===== config.mk =====
export PLATFORM = sky130hd
export DESIGN_NAME = acq_control_flat
export DESIGN_NICKNAME = d
export VERILOG_FILES = /design/src/rtl/acq_pkg.sv /design/src/rtl/acq_control_if.sv /design/src/rtl/sample_tick_gen.sv /design/src/rtl/acq_control.sv /design/src/flat_wrapper.sv
export SDC_FILE = /design/constraint.sdc
export NUM_CORES = 1
export LEC_CHECK = 0
export BUFFER_PORTS_ARGS = -buffer_cell sky130_fd_sc_hd__buf_2
export CAP_MARGIN = 0
export CORE_UTILIZATION = 62
export DETAILED_ROUTE_END_ITERATION = 8
export PLACE_DENSITY = 0.84
export SYNTH_ARGS = -nofsm -noshare
export SYNTH_HDL_FRONTEND = slang
export SYNTH_SLANG_ARGS = --single-unit

===== constraint.sdc =====
create_clock -name clk -period 7.3 [get_ports clk]
set_clock_uncertainty 0.15 [all_clocks]
set_input_delay 1.46 -clock clk [delete_from_list [all_inputs] [get_ports clk]]
set_output_delay 1.46 -clock clk [all_outputs]
set_load 0.005 [all_outputs]

===== src/rtl/acq_pkg.sv =====
// Shared types and constants for the acquisition sequencer.
package acq_pkg;

  localparam int unsigned TMO_W   = 24;
  localparam int unsigned HOLD_W  = 16;
  localparam int unsigned DECIM_W = 12;
  localparam int unsigned FCNT_W  = 16;
  localparam int unsigned MODE_W  = 2;

  typedef enum logic [2:0] {
    ST_IDLE    = 3'd0,
    ST_ARMED   = 3'd1,
    ST_CAPTURE = 3'd2,
    ST_DONE    = 3'd3,
    ST_HOLDOFF = 3'd4
  } acq_state_t;

  localparam logic [MODE_W-1:0] MODE_NORMAL = 2'd0;
  localparam logic [MODE_W-1:0] MODE_AUTO   = 2'd1;

  localparam logic [TMO_W-1:0]  DEF_AUTO_TIMEOUT = 24'd1_000_000;
  localparam logic [HOLD_W-1:0] DEF_HOLDOFF      = 16'd1024;

endpackage


===== src/rtl/acq_control_if.sv =====
// Control, trigger-engine and display handshakes of the acquisition sequencer.
interface acq_control_if;
  import acq_pkg::*;

  logic                run;
  logic                single;
  logic [MODE_W-1:0]   mode;
  logic [DECIM_W-1:0]  decim;
  logic                trig_hit;
  logic                cap_done;
  logic                disp_busy;
  // force is a reserved word, hence force_cap
  logic                arm;
  logic                force_cap;
  logic                sample_en;
  logic                frame_valid;
  logic [FCNT_W-1:0]   frame_cnt;
  logic [2:0]          state_o;

  modport master (
    output run, single, mode, decim, trig_hit, cap_done, disp_busy,
    input  arm, force_cap, sample_en, frame_valid, frame_cnt, state_o
  );

  modport slave (
    input  run, single, mode, decim, trig_hit, cap_done, disp_busy,
    output arm, force_cap, sample_en, frame_valid, frame_cnt, state_o
  );

endinterface


===== src/rtl/sample_tick_gen.sv =====
// Free-running decimation counter; sample_en fires once every decim+1 cycles.
module sample_tick_gen
  import acq_pkg::*;
(
  input  logic               clk,
  input  logic               rst,
  input  logic [DECIM_W-1:0] decim,
  output logic               sample_en
);

  logic [DECIM_W-1:0] cnt;

  // Down-counter reloads from decim only on wrap, so a new value lands at the next wrap.
  always_ff @(posedge clk) begin
    if (rst) begin
      cnt       <= '0;
      sample_en <= 1'b0;
    end else if (cnt == '0) begin
      cnt       <= decim;
      sample_en <= 1'b1;
    end else begin
      cnt       <= cnt - DECIM_W'(1);
      sample_en <= 1'b0;
    end
  end

endmodule


===== src/rtl/acq_control.sv =====
// Acquisition sequencer: arms the trigger engine, forces AUTO captures and
// holds off re-arm until the display has released the captured frame.
module acq_control
  import acq_pkg::*;
#(
  parameter logic [TMO_W-1:0]  AUTO_TIMEOUT = DEF_AUTO_TIMEOUT,
  parameter logic [HOLD_W-1:0] HOLDOFF      = DEF_HOLDOFF
) (
  input  logic          clk,
  input  logic          rst,
  acq_control_if.slave  bus
);

  acq_state_t         state, state_nxt;
  logic [TMO_W-1:0]   tmo_cnt, tmo_d;
  logic [HOLD_W-1:0]  hold_cnt, hold_d;
  logic               single_pend, single_pend_d;
  logic               arm_q, arm_d;
  logic               force_q, force_d;
  logic               frame_valid_q, frame_valid_d;
  logic [FCNT_W-1:0]  frame_cnt_q, frame_cnt_d;

  logic want_arm;
  logic tmo_hit;
  logic hold_done;

  assign want_arm  = bus.run | single_pend;
  // Widened compares keep AUTO_TIMEOUT = 0 / HOLDOFF = 0 free of underflow.
  assign tmo_hit   = (bus.mode == MODE_AUTO) &&
                     (({1'b0, tmo_cnt} + (TMO_W+1)'(1)) == {1'b0, AUTO_TIMEOUT});
  assign hold_done = ({1'b0, hold_cnt} + (HOLD_W+1)'(1)) >= {1'b0, HOLDOFF};

  always_ff @(posedge clk) begin
    if (rst) state <= ST_IDLE;
    else     state <= state_nxt;
  end

  always_comb begin
    state_nxt = state;
    case (state)
      ST_IDLE:    if (want_arm) state_nxt = ST_ARMED;
      ST_ARMED: begin
        if (bus.trig_hit || tmo_hit) state_nxt = ST_CAPTURE;
        else if (!want_arm)          state_nxt = ST_IDLE;
      end
      ST_CAPTURE: if (bus.cap_done) state_nxt = ST_DONE;
      ST_DONE:    state_nxt = single_pend ? ST_IDLE : ST_HOLDOFF;
      ST_HOLDOFF: if (hold_done && !bus.disp_busy) state_nxt = want_arm ? ST_ARMED : ST_IDLE;
      default:    state_nxt = ST_IDLE;
    endcase
  end

  always_comb begin
    arm_d         = (state_nxt == ST_ARMED) || (state_nxt == ST_CAPTURE);
    force_d       = 1'b0;
    frame_valid_d = frame_valid_q;
    frame_cnt_d   = frame_cnt_q;
    single_pend_d = single_pend | bus.single;
    tmo_d         = '0;
    hold_d        = '0;
    case (state)
      ST_ARMED: begin
        if (state_nxt == ST_ARMED) tmo_d = tmo_cnt + TMO_W'(1);
        // Buffer is about to be overwritten; a coincident trig_hit suppresses force.
        if (state_nxt == ST_CAPTURE) begin
          frame_valid_d = 1'b0;
          force_d       = !bus.trig_hit;
        end
      end
      ST_CAPTURE: begin
        if (bus.cap_done) begin
          frame_valid_d = 1'b1;
          frame_cnt_d   = frame_cnt_q + FCNT_W'(1);
        end
      end
      ST_DONE: begin
        if (state_nxt == ST_IDLE && !bus.single) single_pend_d = 1'b0;
      end
      ST_HOLDOFF: begin
        if (state_nxt == ST_HOLDOFF) hold_d = hold_done ? hold_cnt : hold_cnt + HOLD_W'(1);
      end
      default: ;
    endcase
  end

  always_ff @(posedge clk) begin
    if (rst) begin
      tmo_cnt       <= '0;
      hold_cnt      <= '0;
      single_pend   <= 1'b0;
      arm_q         <= 1'b0;
      force_q       <= 1'b0;
      frame_valid_q <= 1'b0;
      frame_cnt_q   <= '0;
    end else begin
      tmo_cnt       <= tmo_d;
      hold_cnt      <= hold_d;
      single_pend   <= single_pend_d;
      arm_q         <= arm_d;
      force_q       <= force_d;
      frame_valid_q <= frame_valid_d;
      frame_cnt_q   <= frame_cnt_d;
    end
  end

  assign bus.arm         = arm_q;
  assign bus.force_cap   = force_q;
  assign bus.frame_valid = frame_valid_q;
  assign bus.frame_cnt   = frame_cnt_q;
  assign bus.state_o     = state;

  sample_tick_gen u_tick (
    .clk       (clk),
    .rst       (rst),
    .decim     (bus.decim),
    .sample_en (bus.sample_en)
  );

endmodule

===== src/flat_wrapper.sv =====
// flat-port wrapper written by rule: the top's interface ports become plain ports
module acq_control_flat import acq_pkg::*;
#(
  parameter logic [TMO_W-1:0]  AUTO_TIMEOUT = DEF_AUTO_TIMEOUT,
  parameter logic [HOLD_W-1:0] HOLDOFF      = DEF_HOLDOFF
)
  (clk, rst, bus_run, bus_single, bus_mode, bus_decim, bus_trig_hit, bus_cap_done, bus_disp_busy, bus_arm, bus_force_cap, bus_sample_en, bus_frame_valid, bus_frame_cnt, bus_state_o);
  acq_control_if bus_i ();
  input  logic clk;
  input  logic rst;
  input wire logic [$bits(bus_i.run)-1:0] bus_run;
  input wire logic [$bits(bus_i.single)-1:0] bus_single;
  input wire logic [$bits(bus_i.mode)-1:0] bus_mode;
  input wire logic [$bits(bus_i.decim)-1:0] bus_decim;
  input wire logic [$bits(bus_i.trig_hit)-1:0] bus_trig_hit;
  input wire logic [$bits(bus_i.cap_done)-1:0] bus_cap_done;
  input wire logic [$bits(bus_i.disp_busy)-1:0] bus_disp_busy;
  output wire logic [$bits(bus_i.arm)-1:0] bus_arm;
  output wire logic [$bits(bus_i.force_cap)-1:0] bus_force_cap;
  output wire logic [$bits(bus_i.sample_en)-1:0] bus_sample_en;
  output wire logic [$bits(bus_i.frame_valid)-1:0] bus_frame_valid;
  output wire logic [$bits(bus_i.frame_cnt)-1:0] bus_frame_cnt;
  output wire logic [$bits(bus_i.state_o)-1:0] bus_state_o;
  assign bus_i.run = bus_run;
  assign bus_i.single = bus_single;
  assign bus_i.mode = bus_mode;
  assign bus_i.decim = bus_decim;
  assign bus_i.trig_hit = bus_trig_hit;
  assign bus_i.cap_done = bus_cap_done;
  assign bus_i.disp_busy = bus_disp_busy;
  assign bus_arm = bus_i.arm;
  assign bus_force_cap = bus_i.force_cap;
  assign bus_sample_en = bus_i.sample_en;
  assign bus_frame_valid = bus_i.frame_valid;
  assign bus_frame_cnt = bus_i.frame_cnt;
  assign bus_state_o = bus_i.state_o;
  acq_control #(.AUTO_TIMEOUT(AUTO_TIMEOUT), .HOLDOFF(HOLDOFF)) u_core (.clk(clk), .rst(rst), .bus(bus_i));
endmodule

==> results.json <==
{
  "status": "finished, final reports clean",
  "finalSetupTns_ns": 0,
  "drc_errors": 0,
  "critPathSlowestCell": "nand2_1",
  "hold_buffers": 0,
  "dpl.cell_count": 533,
  "start_kind": "flop",
  "die_area_sq_um": 6280,
  "path_class": "reg -> reg",
  "first_global_vias": 2939,
  "slew_headroom": 0.497,
  "post-route-period-util": 0.499,
  "p_comb_frac": 0.199,
  "synth_edf_count": 0,
  "post_drt_wl_per_cell_microns": 13.4,
  "cpMostUsedCell": "or3_1",
  "critPathMaxFanout": 22,
  "slowest_delay_ns": 0.60,
  "async_reset_ff_frac": 0,
  "final_core_util": 0.728,
  "stdcell_area_sq_um": 4110,
  "maxCapViolations": 0,
  "pin_count": 44,
  "clock_latency_ns": 0.35,
  "syn_to_final_growth_pct": 10.9,
  "ys.flop_type": "dfxtp_1",
  "num_vias": 3191,
  "cp.required_ns": 7.36,
  "nNetsFinal": 499,
  "fp-row-count": 27,
  "ant_nets": 0,
  "p_leak_nw": 1.47,
  "timing.critical_path.cells": "ha_1 > nand4_1 > or3_1 > or3_1 > a211oi_1 > and4_1 > a31oi_2 > nand2_1 > nor2_1",
  "seqPwrFrac": 0.489,
  "endpoint_kind": "flop",
  "arrival_ns": 3.71,
  "grt_max_degree": 39,
  "finalNonFillerCells": 549,
  "tightest_slew_ns": 0.753,
  "coreArea_sq_um": 5640,
  "post_cts_buffers": 0,
  "yosys_warnings": 0,
  "p_sw_frac": 0.297,
  "htree_num_levels": 3,
  "die-height_microns": 79.3,
  "synth_fp_nets": 468,
  "gp_congestion": 0.907,
  "setup_viol": 0,
  "slew_violations": 0,
  "io_buffers": 43,
  "dp_hpwl_microns": 5100,
  "rsz0062_at_grt": "false",
  "ys_ff_latch": 76,
  "diodes": 0,
  "clock_power_share": 0.312,
  "hp-class": "reg -> reg",
  "cts_made_buffers": 9,
  "synthCells": 441,
  "dr.pass1.iters": 5,
  "peakVddDrop_uv": 236,
  "gr-total-overflow": 0,
  "p_per_area_nw_per_um2": 239,
  "drive_gt1_frac": 0.138,
  "seq_area_frac_synth": 0.411,
  "avgSynthCellArea_sq_um": 8.40,
  "finalPower_mw": 0.983,
  "netSwitchingPower_mw": 0.292,
  "antenna_found_initial": 0,
  "syn_area_sq_um": 3700,
  "n_fill_cell": 461,
  "max_freq_mhz": 274,
  "finalWirelength_microns": 7370,
  "initial_core_util": 0.656,
  "fin_crit_ns": 3.65,
  "intPower_mw": 0.691,
  "grt_use_total": 0.255,
  "first_iter_violations": 157,
  "via_per_inst": 5.81,
  "ctsResizeCount": 0,
  "die_w_microns": 79.3,
  "clk_pin_slew_ns": 0.07,
  "clock-sinks": 76,
  "post_dp_cell_area_sq_um": 3910,
  "cts.path.max_buffers": 2,
  "hold_viol": 0,
  "ys_types": 50,
  "grt_pass1_wl_microns": 12600,
  "cts_tree": "done",
  "root_buffer": "clkbuf_8"
}
[metal layers]
metal	global-route usage	wire [microns]
met5	0	0
met3	0.0839	365
met4	0.0982	134
met2	0.419	3550
met1	0.306	3320
[power by group through the flow]
stage | clock network [mW] | logic (mW) | registers (mW)
after floorplan | 0 | 0.157 | 0.483
after global placement | 0 | 0.185 | 0.488
after detailed placement | 0 | 0.195 | 0.489
after CTS | 0.312 | 0.197 | 0.480
after global routing | 0.332 | 0.224 | 0.485
final | 0.306 | 0.196 | 0.481
[layout by cell type (no fill, tap or decap), drive strengths merged, types with 3 or more instances in the layout]
cell	count
a211o	3
a211oi	11
a21oi	14
a311oi	3
and2	7
and3	8
and4	4
buf	44
clkbuf	12
dfxtp	76
ha	6
inv	9
mux2i	4
nand2	27
nand2b	5
nand3	15
nand4	15
nor2	77
nor2b	7
nor3	10
nor3b	3
nor4	10
o21ai	14
or3	14
or4	3
xnor2	27
xor2	18
[per-stage QoR]
step	worst slack, ns	hold WS (ns)
floorplan	4.30	0.281
global placement	3.78	0.292
detailed placement	3.66	0.296
CTS	3.66	0.318
global route	3.23	0.349
finish	3.65	0.315
[registers in the layout, indices dropped and copies added, names as in the netlist]
register                 flops
u_core.bus.frame_valid       1
u_core.bus.frame_cnt        16
u_core.bus.state_o           3
u_core.hold_cnt             16
u_core.tmo_cnt              24
u_core.bus.arm               1
u_core.single_pend           1
u_core.bus.force_cap         1
u_core.u_tick.cnt           12
u_core.u_tick.sample_en      1
[cell families after synthesis]
kind of cell,share of synthesized area
AO/OA/AOI/OAI,0.117
XOR/XNOR,0.106
adder cells (fa/ha/maj),0.0203
buffers and inverters,0.0378
flip-flops,0.411
multiplexers,0.0139
AND/OR/NAND/NOR,0.294
[critical path, delay by kind of cell (launching register included)]
| kind | cells | cell delay, ns |
|---|---|---|
| AO/OA/AOI/OAI | 2 | 0.37 |
| flip-flops | 1 | 0.41 |
| AND/OR/NAND/NOR | 6 | 2.24 |
| adder cells (fa/ha/maj) | 1 | 0.33 |
[path summary, 6_finish.rpt]
kind,startpoint,to,slack (ns),cells past startpoint
worst max register to register,u_core.tmo_cnt[0]$_SDFF_PP0_,u_core.tmo_cnt[20]$_SDFF_PP0_,3.65,9
worst min-delay path,u_core.hold_cnt[15]$_SDFFE_PP0P_,u_core.hold_cnt[15]$_SDFFE_PP0P_,0.32,1
worst min register to register,u_core.hold_cnt[15]$_SDFFE_PP0P_,u_core.hold_cnt[15]$_SDFFE_PP0P_,0.32,1
worst max-delay path,u_core.tmo_cnt[0]$_SDFF_PP0_,u_core.tmo_cnt[20]$_SDFF_PP0_,3.65,9
[synth_stat cells (8+ instances only)]
cell type	number	area, sq um
clkbuf_1	16	60.1
nor3_1	9	45.0
nand4_1	15	93.8
xor2_1	18	158
a21oi_1	14	70.1
nand3_1	15	75.1
a211oi_1	11	82.6
o21ai_0	14	70.1
inv_1	9	33.8
nor4_1	10	62.6
and3_1	8	50.1
xnor2_1	27	236
or3_1	14	87.6
nand2_1	27	101
dfxtp_1	76	1520
nor2_1	77	289
[cell type report]
class                   count  area, sq um  share of cell area
inverters                   9         33.8             0.00823
repair buffers             44          223              0.0542
flip-flops and latches     76         1520               0.371
well taps                  72         90.1              0.0219
multi-input cells         332         2040               0.497
clock inverters             4         32.5             0.00792
clock buffers              12          165              0.0402
(Power assumes the default switching activity.)
